**config.mk**
```make
export PLATFORM = sky130hd
export DESIGN_NAME = operand_reg_arbiter
export DESIGN_NICKNAME = d
export VERILOG_FILES = /design/src/rtl/opreg_arb_pkg.sv /design/src/rtl/opreg_burst_ctr.sv /design/src/rtl/operand_reg_arbiter.sv
export SDC_FILE = /design/constraint.sdc
export NUM_CORES = 1
export LEC_CHECK = 0
export CAP_MARGIN = 20
export CELL_PAD_IN_SITES_DETAIL_PLACEMENT = 0
export CELL_PAD_IN_SITES_GLOBAL_PLACEMENT = 1
export CORE_ASPECT_RATIO = 0.75
export CORE_MARGIN = 2
export CORE_UTILIZATION = 31
export CTS_CLUSTER_SIZE = 14
export DETAILED_ROUTE_END_ITERATION = 10
export GPL_TIMING_DRIVEN = 0
export PLACE_DENSITY = 0.95
export SETUP_SLACK_MARGIN = 0.2
export SLEW_MARGIN = 20
export SYNTH_ARGS = -nofsm -noshare
export SYNTH_HDL_FRONTEND = slang
export SYNTH_SLANG_ARGS = --single-unit
```
**constraint.sdc**
```tcl
create_clock -name clk_i -period 2.6 [get_ports clk_i]
set_input_delay 0.52 -clock clk_i [delete_from_list [all_inputs] [get_ports clk_i]]
set_output_delay 0.52 -clock clk_i [all_outputs]
set_load 0.02 [all_outputs]
```
**src/rtl/opreg_arb_pkg.sv**
```systemverilog
// Shared types and default widths for the operand register arbiter.
// Round-robin helper: the requester that did not win last time gets priority.
package opreg_arb_pkg;

   localparam int unsigned DEF_DATA_W      = 32;
   localparam int unsigned DEF_ADDR_W      = 4;
   localparam int unsigned DEF_MATRIX_SIZE = 16;

   typedef enum logic {
      ST_IDLE  = 1'b0,
      ST_BURST = 1'b1
   } state_e;

   typedef enum logic {
      OWN_HOST = 1'b0,
      OWN_ENG  = 1'b1
   } owner_e;

   // Host has priority in a conflict unless it won the previous one.
   function automatic logic host_wins(input owner_e last_owner);
      return (last_owner == OWN_ENG);
   endfunction

endpackage

```
**src/rtl/opreg_burst_ctr.sv**
```systemverilog
// Burst address pointer and remaining-word counter.
// Pointer wraps modulo 2^ADDR_WIDTH; done/last decode the remaining count.
module opreg_burst_ctr #(
   parameter int unsigned ADDR_WIDTH = 4
) (
   input  logic                  i_clk,
   input  logic                  i_rst_n,
   input  logic                  i_load,
   input  logic [ADDR_WIDTH-1:0] i_base,
   input  logic [ADDR_WIDTH:0]   i_len,
   input  logic                  i_step,
   output logic [ADDR_WIDTH-1:0] o_ptr,
   output logic                  o_done_c,
   output logic                  o_last_c
);

   localparam int unsigned LEN_W = ADDR_WIDTH + 1;

   logic [ADDR_WIDTH-1:0] r_ptr;
   logic [LEN_W-1:0]      r_remaining;

   always_ff @(posedge i_clk or negedge i_rst_n) begin
      if (!i_rst_n) begin
         r_ptr       <= '0;
         r_remaining <= '0;
      end else if (i_load) begin
         r_ptr       <= i_base;
         r_remaining <= i_len;
      end else if (i_step) begin
         r_ptr       <= r_ptr + ADDR_WIDTH'(1);
         r_remaining <= r_remaining - LEN_W'(1);
      end
   end

   assign o_ptr    = r_ptr;
   assign o_done_c = (r_remaining == '0);
   assign o_last_c = (r_remaining == LEN_W'(1));

endmodule

```
**src/rtl/operand_reg_arbiter.sv**
```systemverilog
// Shares the single-port operand register between single-beat host accesses
// and engine read bursts, resolving same-cycle conflicts round-robin.
module operand_reg_arbiter
   import opreg_arb_pkg::*;
#(
   parameter int unsigned DATA_WIDTH  = DEF_DATA_W,
   parameter int unsigned ADDR_WIDTH  = DEF_ADDR_W,
   parameter int unsigned MATRIX_SIZE = DEF_MATRIX_SIZE
) (
   input  logic                  clk_i,
   input  logic                  rst_ni,
   input  logic                  host_req_i,
   input  logic                  host_we_i,
   input  logic [ADDR_WIDTH-1:0] host_addr_i,
   input  logic [DATA_WIDTH-1:0] host_wdata_i,
   output logic                  host_gnt_o,
   output logic                  host_rvalid_o,
   output logic [DATA_WIDTH-1:0] host_rdata_o,
   input  logic                  eng_start_i,
   input  logic [ADDR_WIDTH-1:0] eng_base_i,
   input  logic [ADDR_WIDTH:0]   eng_len_i,
   output logic                  eng_busy_o,
   output logic                  eng_valid_o,
   input  logic                  eng_ready_i,
   output logic [DATA_WIDTH-1:0] eng_data_o,
   output logic                  eng_last_o,
   output logic [ADDR_WIDTH-1:0] addr_Mat_o,
   output logic [DATA_WIDTH-1:0] write_data_Mat_o,
   output logic                  write_en_Mat_o,
   input  logic [DATA_WIDTH-1:0] read_data_Mat_i
);

   localparam int unsigned LEN_W = ADDR_WIDTH + 1;

   state_e                r_state;
   owner_e                r_last_owner;
   logic                  r_host_rvalid;
   logic [DATA_WIDTH-1:0] r_host_rdata;
   logic                  r_eng_busy;
   logic                  r_eng_valid;
   logic [DATA_WIDTH-1:0] r_eng_data;
   logic                  r_eng_last;

   logic                  w_eng_start;
   logic                  w_host_pri;
   logic [LEN_W-1:0]      w_len_clamped;
   logic                  w_host_gnt;
   logic                  w_eng_go;
   logic                  w_step;
   logic                  w_hs_last;
   logic [ADDR_WIDTH-1:0] w_addr;
   logic [DATA_WIDTH-1:0] w_wdata;
   logic                  w_we;
   logic [ADDR_WIDTH-1:0] w_ptr;
   logic                  w_done;
   logic                  w_last;

   // Zero-length starts are not requests at all, so they never cause a conflict.
   assign w_eng_start   = eng_start_i && (eng_len_i != '0);
   assign w_host_pri    = host_wins(r_last_owner);
   assign w_len_clamped = (eng_len_i > LEN_W'(MATRIX_SIZE)) ? LEN_W'(MATRIX_SIZE) : eng_len_i;
   assign w_hs_last     = r_eng_valid && eng_ready_i && r_eng_last;

   opreg_burst_ctr #(
      .ADDR_WIDTH (ADDR_WIDTH)
   ) u_burst_ctr (
      .i_clk    (clk_i),
      .i_rst_n  (rst_ni),
      .i_load   (w_eng_go),
      .i_base   (eng_base_i),
      .i_len    (w_len_clamped),
      .i_step   (w_step),
      .o_ptr    (w_ptr),
      .o_done_c (w_done),
      .o_last_c (w_last)
   );

   // Grant decode and operand register port mux.
   always_comb begin
      w_host_gnt = 1'b0;
      w_eng_go   = 1'b0;
      w_step     = 1'b0;
      w_addr     = '0;
      w_wdata    = '0;
      w_we       = 1'b0;
      if (r_state == ST_IDLE) begin
         if (host_req_i && (!w_eng_start || w_host_pri)) begin
            w_host_gnt = 1'b1;
            w_addr     = host_addr_i;
            w_wdata    = host_wdata_i;
            w_we       = host_we_i;
         end else if (w_eng_start) begin
            w_eng_go = 1'b1;
         end
      end else begin
         // Fetch the next word whenever the output slot is empty or draining.
         if (!w_done && (!r_eng_valid || eng_ready_i)) begin
            w_step = 1'b1;
            w_addr = w_ptr;
         end
      end
   end

   // Sequencer state and registered outputs.
   always_ff @(posedge clk_i or negedge rst_ni) begin
      if (!rst_ni) begin
         r_state       <= ST_IDLE;
         r_last_owner  <= OWN_ENG;
         r_host_rvalid <= 1'b0;
         r_host_rdata  <= '0;
         r_eng_busy    <= 1'b0;
         r_eng_valid   <= 1'b0;
         r_eng_data    <= '0;
         r_eng_last    <= 1'b0;
      end else begin
         r_host_rvalid <= w_host_gnt && !host_we_i;
         if (w_host_gnt && !host_we_i) begin
            r_host_rdata <= read_data_Mat_i;
         end
         if (r_state == ST_IDLE) begin
            if (host_req_i && w_eng_start) begin
               r_last_owner <= w_host_pri ? OWN_HOST : OWN_ENG;
            end
            if (w_eng_go) begin
               r_state    <= ST_BURST;
               r_eng_busy <= 1'b1;
            end
         end else begin
            if (w_step) begin
               r_eng_data  <= read_data_Mat_i;
               r_eng_valid <= 1'b1;
               r_eng_last  <= w_last;
            end else if (r_eng_valid && eng_ready_i) begin
               r_eng_valid <= 1'b0;
               r_eng_last  <= 1'b0;
            end
            if (w_hs_last) begin
               r_state      <= ST_IDLE;
               r_eng_busy   <= 1'b0;
               r_last_owner <= OWN_ENG;
            end
         end
      end
   end

   assign host_gnt_o       = w_host_gnt;
   assign host_rvalid_o    = r_host_rvalid;
   assign host_rdata_o     = r_host_rdata;
   assign eng_busy_o       = r_eng_busy;
   assign eng_valid_o      = r_eng_valid;
   assign eng_data_o       = r_eng_data;
   assign eng_last_o       = r_eng_last;
   assign addr_Mat_o       = w_addr;
   assign write_data_Mat_o = w_wdata;
   assign write_en_Mat_o   = w_we;

endmodule

```
Word level (Yosys, flattened, before mapping)
Index checks and enable logic that the tools add are counted.

Input port bits: 83. Logic and storage cells: 70. Bits in registers: 79. Output and inout bits: 106.

Multiplexer cells: 32. $add $sub $neg: 2. Reduce and logical (&&, ||, !) cells: 23. Eq/ne operators: 2. Magnitude comparators: 1.

Operator list (count): 2-to-1 mux 32 bit (2); 2-to-1 mux 1 bit (22); 2-to-1 mux 4 bit (5); 2-to-1 mux 5 bit (3); AND reduction 2 bit (4); nonzero test 2 bit (4); logical AND 1 bit (7); equality test 5 x 1 -> 1 bit (second input constant) (1); greater-than comparator 5 bit (second input constant) (1); logical NOT 5 bit (1); nonzero test 5 bit (1); subtractor 5 x 1 -> 5 bit (second input constant) (1); adder 4 x 1 -> 4 bit (second input constant) (1); logical NOT 1 bit (4); logical OR 1 bit (2); inequality test 2 x 1 -> 1 bit (second input constant) (1).

Longest topological paths before layout
Depth after elaboration: 9. Gate-level depth with buffers: 7. Gate-level depth less buffers: 5.

By module
From an unflattened synthesis, not the netlist that was laid out.

Cell total of the unflattened synthesis: 264. Area total of the unflattened synthesis: 3539.6 sq um.

Modules (own cells, without submodules): operand_reg_arbiter (cells each 214, times used 1, area an instance 3021.6 sq um); opreg_burst_ctr (cells each 50, times used 1, area an instance 518.0 sq um).

Worst setup path after synthesis
OpenSTA, ideal clock, no wires.

Kind: in2out. Start: in eng_len_i[0]. End: out write_data_Mat_o[22]. Buffers on the path: 1. Cell stages on the path: 5. Required time: 2.080 ns. Path slack: 0.483 ns. Arrival: 1.597 ns. Cells stage by stage: nor3_1 -> a21oi_1 -> nor2_1 -> clkbuf_1 -> and2_1.

Word-level cells in the longest chain between the ends: 7.

RTL lines: from (decl) (line operand_reg_arbiter.sv:21) `input logic [ADDR_WIDTH:0] eng_len_i,`; nonzero test 5 bit (line operand_reg_arbiter.sv:59) `assign w_eng_start = eng_start_i && (eng_len_i != '0);`; logical AND 1 bit (line operand_reg_arbiter.sv:59); logical NOT 1 bit (line operand_reg_arbiter.sv:87) `if (host_req_i && (!w_eng_start || w_host_pri)) begin`; logical OR 1 bit (line operand_reg_arbiter.sv:87); logical AND 1 bit (line operand_reg_arbiter.sv:87); 2-to-1 mux 32 bit (line operand_reg_arbiter.sv:87); 2-to-1 mux 32 bit (line operand_reg_arbiter.sv:86) `if (r_state == ST_IDLE) begin`; to (decl) (line operand_reg_arbiter.sv:28) `output logic [DATA_WIDTH-1:0] write_data_Mat_o,`.

No other way between the ends.

Worst setup path in the final report
Start: in eng_start_i. End: out addr_Mat_o[0].

Word-level cells in the longest chain between the ends: 6.

RTL lines: from (decl) (line operand_reg_arbiter.sv:19) `input logic eng_start_i,`; logical AND 1 bit (line operand_reg_arbiter.sv:59); logical NOT 1 bit (line operand_reg_arbiter.sv:87); logical OR 1 bit (line operand_reg_arbiter.sv:87); logical AND 1 bit (line operand_reg_arbiter.sv:87); 2-to-1 mux 4 bit (line operand_reg_arbiter.sv:87); 2-to-1 mux 4 bit (line operand_reg_arbiter.sv:86); to (decl) (line operand_reg_arbiter.sv:27) `output logic [ADDR_WIDTH-1:0] addr_Mat_o,`.

No other way between the ends.

==> reports/qor.yml <==
status: "finished clean"
gp_congestion: 0.774
initial_utilization: 0.319
cap_violations: 0
die_w_um: 127
post-route-min-period_ns: 2.37
firstDrtPassIters: 4
die_y_um: 96.1
start_kind: "primary input"
ys_types: 38
area_growth_pct: 70.4
grt_max_degree: 44
setup_viol: 0
whs_ns: 0.140
hpwl_um: 8090
synth-simple-area-share: 0.220
critPathArrivalTime_ns: 1.85
synth-xor-area-share: 0.00499
vias: 3233
routedWlPerCell_um: 15.9
p_leak_nw: 2.78
muxShareOfSynthArea: 0.106
hold_viol: 0
fin_ws_ns: 0.231
yosysWarnings: 0
path_max_fanout: 4
dieArea_mm2: 0.0122
rows: 33
syn_inst: 335
rsz0062_at_grt: "no"
grt_pass1_wl_um: 17300
clk_latency_ns: 0.34
antenna_found_initial: 0
synth_top_family_by_area: "simple AND/OR/NAND/NOR gates"
crit_path_end_kind: "output port"
vias_per_cell: 4.67
worstSetupPathType: "in2out"
ys.flop_type: "dfrtp_1"
postCtsHoldBufs: 0
synth.cell_area_mm2: 0.00351
finClkSkew_ns: 0.00573
synth_seq_cells: 79
root_buffer: "clkbuf_16"
post-route-period-util: 0.911
place_ws_ns: -0.842
power.density_mw_per_mm2: 1230
boundaryPins: 189
htree_levels: 3
fmax_ghz: 0.422
ir_worst_vdd_mv: 0.626
diodes: 0
min_path_type: "in2async"
path_clk_slew_ns: 0.06
fillers: 969
slew_headroom: 0.594
core_mm2: 0.0110
synthAdderAreaFrac: 0.0107
drive_gt1_frac: 0.236
gr-total-overflow: 0
tightest_slew_ns: 0.605
syn-num-nets: 421
ys_seq_area_frac: 0.564
portBuffers: 188
ys_async_sr_fraction: 1.00
stdcell_count: 692
cts_tree: "built"
maxSlewViolCount: 0
drc_errors: 0
finish.utilization: 0.544
nets: 633
postRouteWirelength_um: 11000
clock-sinks: 79
drt_iter0_drc: 186
grt_pass1_vias: 3369
dp_cells: 664
synth_edf_count: 0
worstPathRequired_ns: 2.08
grtUsageTotal: 0.183
synth-compound-area-share: 0.0674
cts_buffer_depth: 2
route.antenna.remaining_nets: 0
cts-buffers-inserted: 9
synth.avg_cell_area_um2: 10.5
[worst paths after layout]
kind | end | startpoint | slack [ns] | cells after the start
max in group asynchronous | r_last_owner | rst_ni | 1.80 | 2
worst max-delay path | addr_Mat_o[0] | eng_start_i | 0.23 | 8
worst min register to register | eng_data_o[5] | eng_data_o[5] | 0.47 | 2
worst min-delay path | eng_data_o[16] | rst_ni | 0.14 | 1
min in group clk_i | eng_data_o[5] | eng_data_o[5] | 0.47 | 2
worst max register to register | host_rdata_o[31] | r_last_owner | 0.33 | 7
[repair_timing]
action / 4_1_cts / 5_1_grt
pin swaps: 5 / 4
gates cloned: 1 / 0
resized for setup: 172 / 29
setup buffers: 7 / 4
endpoints found under the setup margin: 54 / 38
[synth_stat cells, drive strengths merged (4+ instances only)]
cell type,count,share of area
a21oi,8,0.011
a22o,4,0.010
and2,33,0.059
buf,7,0.012
clkbuf,8,0.0086
dfrtp,78,0.56
inv,6,0.0064
mux2,32,0.10
nand2,106,0.11
nand3,7,0.010
nor2,8,0.0086
nor3,4,0.0086
[stage by stage]
stage | power, W | setup TNS [ns] | area, um^2
3_5_place_dp | 0.00600 | -31.38 | 5580
5_1_grt | 0.00783 | 0 | 5970
4_1_cts | 0.00739 | 0 | 5890
2_1_floorplan | 0.00416 | 0 | 3510
6_report | 0.00736 | 0 | 5970
3_3_place_gp | 0.00589 | -156.97 | 5560
[flip-flops by register name, indices dropped and copies added (netlist names)]
register                 count
host_rvalid_o                1
eng_data_o                  32
host_rdata_o                32
u_burst_ctr.r_remaining      5
u_burst_ctr.o_ptr            4
eng_valid_o                  1
eng_last_o                   1
r_last_owner                 1
r_state                      1
eng_busy_o                   1
[cells by family (layout without fill, tap and decap cells)]
logic type	count (synthesis)	after routing
fa+ha+maj	3	3
compound gates	29	29
buf+inv	21	238
xor+xnor	2	2
mux	33	33
flops	79	79
simple gates	168	168
[critical path, stage by stage]
cell and delay, ns:
clkdlybuf4s15_1 0.27, nand2b_1 0.11, a21oi_2 0.22, nor2_4 0.06
buf_6 0.13, buf_4 0.14, a22o_4 0.26, buf_6 0.13
[where the power goes]
| part | internal, W | total, W | switching, W | leakage (nW) |
|---|---|---|---|---|
| registers | 0.00185 | 0.00224 | 0.000396 | 0.952 |
| clock network | 0.000793 | 0.00129 | 0.000496 | 0.152 |
| logic | 0.00184 | 0.00383 | 0.00198 | 1.67 |
[cells in the final DEF, fill, tap and decap left out, drive strengths merged, types with 4 or more instances in the layout]
master	count
buf	51
and2	33
a21oi	8
dfrtp	78
nand3	7
clkdlybuf4s50	141
nand2	106
a22o	4
inv	6
clkbuf	18
nor3	4
mux2	32
nor2	8
clkdlybuf4s15	12
[routing by layer]
layer  track usage  vias to the layer above  wire length (um)  share of wire
met5             0                        -                 0              0
met3        0.0673                       14               960          0.087
met1         0.211                     1554              4440           0.40
li1              -                     1534                 -              -
met4        0.0614                        0               140          0.013
met2         0.320                      131              5440           0.50
[area by class of cell]
type	count	area (um^2)	share of cell area
buffer	15	110	0.0184
multi-input combinational	235	1470	0.246
clock buffer	11	253	0.0423
sequential	79	1980	0.331
tap	140	175	0.0293
timing repair buffer	201	1910	0.319
clock inverter	5	56.3	0.00942
inverter	6	22.5	0.00377
Power figures use the tool's default switching activity.
